--- config.mk ---
export PLATFORM = sky130hd
export DESIGN_NAME = cp0_regfile
export DESIGN_NICKNAME = d
export VERILOG_FILES = /design/src/rtl/cp0_regfile.sv
export SDC_FILE = /design/constraint.sdc
export NUM_CORES = 1
export LEC_CHECK = 0
export ABC_AREA = 1
export CORE_MARGIN = 5
export CORE_UTILIZATION = 55
export CTS_CLUSTER_DIAMETER = 120
export DETAILED_ROUTE_END_ITERATION = 16
export DONT_BUFFER_PORTS = 1
export GPL_ROUTABILITY_DRIVEN = 0
export PLACE_DENSITY = 0.7
export SLEW_MARGIN = 40
export SYNTH_ARGS = -nofsm -noshare
export SYNTH_HDL_FRONTEND = slang
export SYNTH_SLANG_ARGS = --single-unit
--- constraint.sdc ---
create_clock -name clk -period 3.9 [get_ports clk]
set_input_delay 0.78 -clock clk [delete_from_list [all_inputs] [get_ports clk]]
set_output_delay 0.78 -clock clk [all_outputs]
set_load 0.02 [all_outputs]
--- src/rtl/cp0_regfile.sv ---
// cp0_regfile
// Coprocessor-0 register file and exception state keeper. Holds BadVAddr,
// Count, Compare, Status, Cause and EPC, owns the Count/Compare timer and
// the hardware interrupt pending bits, and commits the architectural side
// effects of the exception id returned by exception_handler.
//
// Ports:
//   clk, rst            rising-edge clock, synchronous active-high reset
//   hw_int[5:0]         level-sensitive external interrupt lines
//   wb_wb_cp0           MTC0 write enable (WB stage)
//   wb_cp0_write_addr   MTC0 destination register number
//   wb_cp0_write        MTC0 write data
//   rd_addr, rd_data    MFC0 read port (combinational, with WB bypass)
//   exception           resolved exception id (EXC_NONE = idle)
//   pc, in_delay_slot   faulting instruction PC and delay-slot flag
//   bad_addr            faulting data address for ADDRL/ADDRS
//   cp0_status/cause/epc  live register values with WB bypass
//   flush               high whenever an exception id is presented
//   exception_target    redirect PC: EPC for ERET, vector otherwise, 0 idle
module cp0_regfile #(
    parameter int          DATA_WIDTH    = 32,
    parameter logic [31:0] EXCEPT_VECTOR = 32'h0000_0020
) (
    input  logic                  clk,
    input  logic                  rst,
    input  logic [5:0]            hw_int,
    input  logic                  wb_wb_cp0,
    input  logic [4:0]            wb_cp0_write_addr,
    input  logic [DATA_WIDTH-1:0] wb_cp0_write,
    input  logic [4:0]            rd_addr,
    output logic [DATA_WIDTH-1:0] rd_data,
    input  logic [31:0]           exception,
    input  logic [DATA_WIDTH-1:0] pc,
    input  logic                  in_delay_slot,
    input  logic [DATA_WIDTH-1:0] bad_addr,
    output logic [DATA_WIDTH-1:0] cp0_status,
    output logic [DATA_WIDTH-1:0] cp0_cause,
    output logic [DATA_WIDTH-1:0] cp0_epc,
    output logic                  flush,
    output logic [DATA_WIDTH-1:0] exception_target
);

    // Exception ids shared with exception_handler.
    localparam logic [31:0] EXC_NONE      = 32'h0000_0000;
    localparam logic [31:0] EXC_INTERRUPT = 32'h0000_0001;
    localparam logic [31:0] EXC_ADDRL     = 32'h0000_0004;
    localparam logic [31:0] EXC_ADDRS     = 32'h0000_0005;
    localparam logic [31:0] EXC_SYSCALL   = 32'h0000_0008;
    localparam logic [31:0] EXC_ILLEGAL   = 32'h0000_000A;
    localparam logic [31:0] EXC_OVERFLOW  = 32'h0000_000C;
    localparam logic [31:0] EXC_TRAP      = 32'h0000_000D;
    localparam logic [31:0] EXC_ERET      = 32'h0000_000E;

    localparam logic [4:0] REG_BADVADDR = 5'd8;
    localparam logic [4:0] REG_COUNT    = 5'd9;
    localparam logic [4:0] REG_COMPARE  = 5'd11;
    localparam logic [4:0] REG_STATUS   = 5'd12;
    localparam logic [4:0] REG_CAUSE    = 5'd13;
    localparam logic [4:0] REG_EPC      = 5'd14;

    // Bits an MTC0 may change; everything else keeps its stored value.
    localparam logic [31:0] STATUS_MASK = 32'h0000_FF03;
    localparam logic [31:0] CAUSE_MASK  = 32'h0000_0300;

    function automatic logic [31:0] merge_masked(input logic [31:0] old_val,
                                                 input logic [31:0] new_val,
                                                 input logic [31:0] mask);
        return (new_val & mask) | (old_val & ~mask);
    endfunction

    logic [31:0] badvaddr_r, count_r, compare_r, status_r, cause_r, epc_r;
    logic        ti_r;

    logic        wr_badvaddr_s, wr_count_s, wr_compare_s;
    logic        wr_status_s, wr_cause_s, wr_epc_s;
    logic        is_eret_s, is_exc_s;
    logic [31:0] badvaddr_byp_s, count_byp_s, compare_byp_s;
    logic [31:0] status_byp_s, cause_byp_s, epc_byp_s;
    logic [31:0] badvaddr_next_s, count_next_s, compare_next_s;
    logic [31:0] status_next_s, cause_next_s, epc_next_s;
    logic        ti_next_s;
    logic [4:0]  exc_code_s;

    assign wr_badvaddr_s = wb_wb_cp0 && (wb_cp0_write_addr == REG_BADVADDR);
    assign wr_count_s    = wb_wb_cp0 && (wb_cp0_write_addr == REG_COUNT);
    assign wr_compare_s  = wb_wb_cp0 && (wb_cp0_write_addr == REG_COMPARE);
    assign wr_status_s   = wb_wb_cp0 && (wb_cp0_write_addr == REG_STATUS);
    assign wr_cause_s    = wb_wb_cp0 && (wb_cp0_write_addr == REG_CAUSE);
    assign wr_epc_s      = wb_wb_cp0 && (wb_cp0_write_addr == REG_EPC);

    assign is_eret_s = (exception == EXC_ERET);
    assign is_exc_s  = (exception != EXC_NONE) && !is_eret_s;

    // Same-cycle view of each register including a pending MTC0.
    assign badvaddr_byp_s = wr_badvaddr_s ? wb_cp0_write : badvaddr_r;
    assign count_byp_s    = wr_count_s    ? wb_cp0_write : count_r;
    assign compare_byp_s  = wr_compare_s  ? wb_cp0_write : compare_r;
    assign status_byp_s   = wr_status_s ? merge_masked(status_r, wb_cp0_write, STATUS_MASK) : status_r;
    assign cause_byp_s    = wr_cause_s  ? merge_masked(cause_r, wb_cp0_write, CAUSE_MASK) : cause_r;
    assign epc_byp_s      = wr_epc_s      ? wb_cp0_write : epc_r;

    assign cp0_status = status_byp_s;
    assign cp0_cause  = cause_byp_s;
    assign cp0_epc    = epc_byp_s;
    assign flush      = (exception != EXC_NONE);

    // Redirect target for the current exception id.
    always_comb begin
        exception_target = 32'h0000_0000;
        if (is_eret_s) begin
            exception_target = epc_byp_s;
        end else if (is_exc_s) begin
            exception_target = EXCEPT_VECTOR;
        end else begin
            exception_target = 32'h0000_0000;
        end
    end

    // MFC0 read mux.
    always_comb begin
        rd_data = 32'h0000_0000;
        case (rd_addr)
            REG_BADVADDR: rd_data = badvaddr_byp_s;
            REG_COUNT:    rd_data = count_byp_s;
            REG_COMPARE:  rd_data = compare_byp_s;
            REG_STATUS:   rd_data = status_byp_s;
            REG_CAUSE:    rd_data = cause_byp_s;
            REG_EPC:      rd_data = epc_byp_s;
            default:      rd_data = 32'h0000_0000;
        endcase
    end

    // ExcCode for the committing exception; unknown ids keep the old code.
    always_comb begin
        exc_code_s = cause_r[6:2];
        case (exception)
            EXC_INTERRUPT: exc_code_s = 5'd0;
            EXC_ADDRL:     exc_code_s = 5'd4;
            EXC_ADDRS:     exc_code_s = 5'd5;
            EXC_SYSCALL:   exc_code_s = 5'd8;
            EXC_ILLEGAL:   exc_code_s = 5'd10;
            EXC_OVERFLOW:  exc_code_s = 5'd12;
            EXC_TRAP:      exc_code_s = 5'd13;
            default:       exc_code_s = cause_r[6:2];
        endcase
    end

    // Next-state values: MTC0 first, then the exception fields on top.
    always_comb begin
        count_next_s   = wr_count_s ? wb_cp0_write : (count_r + 32'd1);
        compare_next_s = compare_byp_s;

        // A Compare write beats a coincident match.
        ti_next_s = ti_r;
        if (wr_compare_s) begin
            ti_next_s = 1'b0;
        end else if ((count_r == compare_r) && (compare_r != 32'h0000_0000)) begin
            ti_next_s = 1'b1;
        end else begin
            ti_next_s = ti_r;
        end

        status_next_s = status_byp_s;
        if (is_exc_s) begin
            status_next_s[1] = 1'b1;
        end else if (is_eret_s) begin
            status_next_s[1] = 1'b0;
        end else begin
            status_next_s[1] = status_byp_s[1];
        end

        // TI is folded in from its next value so Cause[15] tracks TI exactly.
        cause_next_s        = cause_byp_s;
        cause_next_s[15:10] = {hw_int[5] | ti_next_s, hw_int[4:0]};
        if (is_exc_s) begin
            cause_next_s[31]  = in_delay_slot;
            cause_next_s[6:2] = exc_code_s;
        end else begin
            cause_next_s[31]  = cause_byp_s[31];
            cause_next_s[6:2] = cause_byp_s[6:2];
        end

        if (is_exc_s) begin
            epc_next_s = in_delay_slot ? (pc - 32'd4) : pc;
        end else begin
            epc_next_s = epc_byp_s;
        end

        if (is_exc_s && ((exception == EXC_ADDRL) || (exception == EXC_ADDRS))) begin
            badvaddr_next_s = bad_addr;
        end else begin
            badvaddr_next_s = badvaddr_byp_s;
        end
    end

    // Register update; reset wins over any commit on the same edge.
    always_ff @(posedge clk) begin
        if (rst) begin
            badvaddr_r <= 32'h0000_0000;
            count_r    <= 32'h0000_0000;
            compare_r  <= 32'h0000_0000;
            status_r   <= 32'h0000_0000;
            cause_r    <= 32'h0000_0000;
            epc_r      <= 32'h0000_0000;
            ti_r       <= 1'b0;
        end else begin
            badvaddr_r <= badvaddr_next_s;
            count_r    <= count_next_s;
            compare_r  <= compare_next_s;
            status_r   <= status_next_s;
            cause_r    <= cause_next_s;
            epc_r      <= epc_next_s;
            ti_r       <= ti_next_s;
        end
    end

endmodule

==> metrics.txt <==
filler cell count=about 2,000; most frequent cell after synthesis=nand2_1; Core ar.=about 19,000 um^2; clock network fraction of total power=43.2%; sw frac=~29%; Via Count=11,500; Cells after Synth=1,845; internal power=2.54 mW; critical-path maximum fanout=33; Setup TNS Final=0 ns; final setup vio count=0; CTS Sinks=152; Area Overhead vs Synth=6.78%; Die X=149 um; Hold Vio Cnt, Final=0; H-tree levels=4; Top FF cell, synth=dfxtp_1; drt wl/cell=18.2 um; post-cts hold buffer count=0; Rows=51; Least-Margin Pin Slew=0.765 ns; fin area=11,400 um^2; Area contributors post-synth=dfxtp_1, nand2_1, nor2_1, o21ai_0, inv_1; post_cts resized=0; Starting Density=55.5%; Power Density=312 nW/um^2; synthesized area per cell=5.79 um^2; Routed Antenna Nets=0; Slew HR=48.9%; largest net degree at the start of global routing=80; DRC viols=0; logic gate share of total power=11.2%; Detail Placement HPWL=29,900 um; first-pass GRT wire length=between 50,000 and 60,000 um; minimum clock period=3.36 ns; Vias/cell=5.46; VDD IR max=263 uV; Slew Viols, Final=0; placed cell area=10,800 um^2; Flop pwr share=between 40% and 50%; final WL=38,200 um; worst path arrival time=2.58 ns; Post CTS Setup Buffer Count=0; P_sw=1.02 mW; outcome=completed; number of synthesized register bits=152; Skew-Pair Late Insertion Delay=0.43 ns; final cycle utilization of the critical path=a little under nine tenths; Synth cell types=37; cell taking the most area after synthesis=dfxtp_1; Ys Warns=0; Initial DRT Pass Iterations=8; startpoint types=primary input; initial antenna violation count=6; Worst Hold Class=in -> reg; clock root cell=clkbuf_16; Post-synth EDFFs=0; Max Fclk=about 300 MHz; total gr overflow=0; sequential-to-total area share from yosys stat=28.5%; I/O Buffers=0; Reg clk slew, reported paths=about 0.060 ns; top-area cell type share of the netlist area=between 20% and 30%; DRT iter0 DRCs=~1,100; asr flop ratio synth=0%; RSZ-0062 raised after global routing=no; crit path kind=in -> out; Fin Hold WS=0.419 ns; Worst setup EP type=output pin; Final nets=1,978; DIE AREA=around 22,000 um^2; IO Pins=309; synth cell count leaders=nand2_1, nor2_1, inv_1, o21ai_0, dfxtp_1; Final Skew=approximately 0.011 ns; Max clock buf depth=2; Die H=149 um; layout cells sized above 1=around 7.6%; vias in the first global route=10,300; max_cap viols=0; critical path required time=approximately 3.1 ns; TritonCTS buffer count=17; Total GRT Usage=33.0%; CTS tree=built; Leak=5.02 nW; synthesized area=10,700 um^2
## power by group through the flow
| stage | clock (mW) | sequential, mW | combinational [mW] |
|---|---|---|---|
| floorplan | 0 | 1.64 | 0.350 |
| global placement | 0 | 1.66 | 0.387 |
| detailed placement | 0 | 1.66 | 0.391 |
| CTS | 1.54 | 1.62 | 0.393 |
| global route | 1.62 | 1.63 | 0.439 |
| finish | 1.54 | 1.62 | 0.399 |
## worst max-delay path, stage by stage
cell and delay [ns]:
clkinv_1 0.05, nand2_2 0.08, nor2_2 0.06, nand2_4 0.29
buf_4 0.39, nand2_1 0.09, o21ai_1 0.11, inv_1 0.18
nand2_1 0.15, o2111ai_1 0.17, buf_4 0.20
## cells in the final DEF (no fill, tap or decap), types with 5 or more instances in the layout
cell type	n
nand4_1	23
nor2_2	12
inv_2	9
xnor2_1	28
nand3b_1	12
o21ai_0	176
nor3_1	19
inv_1	206
o2111ai_1	7
nor2_4	5
nand3_1	59
dfxtp_1	152
nor2_1	343
buf_4	58
clkinvlp_4	6
o21ai_2	8
nand2_1	495
clkbuf_16	17
a21oi_1	60
o21ai_1	54
xor2_1	10
conb_1	41
## layout make-up
class	instances	area [um^2]	area share, %
antenna	1	2.50	0.0219
clock buffer	19	443	3.88
clock inverter	13	98.8	0.866
inverter	218	818	7.17
multi-input combinational	1379	6190	54.3
sequential	152	3040	26.7
tap	265	332	2.90
timing repair buffer	60	483	4.23
## state kept, by name, summed over array words and instances, names as in the netlist
| register | flops |
|---|---|
| epc_r | 32 |
| ti_r | 1 |
| cause_r | 13 |
| count_r | 32 |
| compare_r | 32 |
| status_r | 10 |
| badvaddr_r | 32 |
## layer usage
metal | part of all wire [%] | vias up | track usage (%)
li1 | - | 5656 | -
met2 | 45 | 652 | 52.3
met5 | 0.13 | - | 0
met4 | 3.6 | 10 | 11.5
met3 | 12 | 94 | 8.45
met1 | 40 | 5087 | 43.8
## through the flow
step / utilization [%] / setup WS [ns] / total power [mW] / instances
final: 59.2 / 0.544 / 3.56 / 2107
after CTS: 59.1 / 0.583 / 3.56 / 2105
after global routing: 59.2 / 0.365 / 3.68 / 2106
after detailed placement: 56.3 / 0.598 / 2.05 / 2073
after floorplan: - / 0.987 / 1.99 / 1885
after global placement: 56.3 / 0.644 / 2.04 / 2073
## final timing paths
check | start | to | slack [ns] | cells after the start
worst min-delay path | rst | status_r[10]$_SDFF_PP0_ | 0.42 | 1
worst max-delay path | wb_cp0_write_addr[4] | rd_data[27] | 0.54 | 11
worst max register to register | count_r[0]$_SDFF_PP0_ | count_r[18]$_SDFF_PP0_ | 1.81 | 10
worst min register to register | ti_r$_SDFF_PP0_ | ti_r$_SDFF_PP0_ | 0.53 | 4
## logic make-up after synthesis
group	Yosys count	synth area share, %
muxes	2	0.211
DFF	152	28.5
buffers and inverters	354	15.1
other	1	0.0351
AOI/OAI and AO/OA	314	15.4
adders and majority gates	2	0.234
xor gates and xnor gates	38	3.11
and+or+nand+nor	982	37.4
No activity file was read; power rests on OpenSTA's default activity.
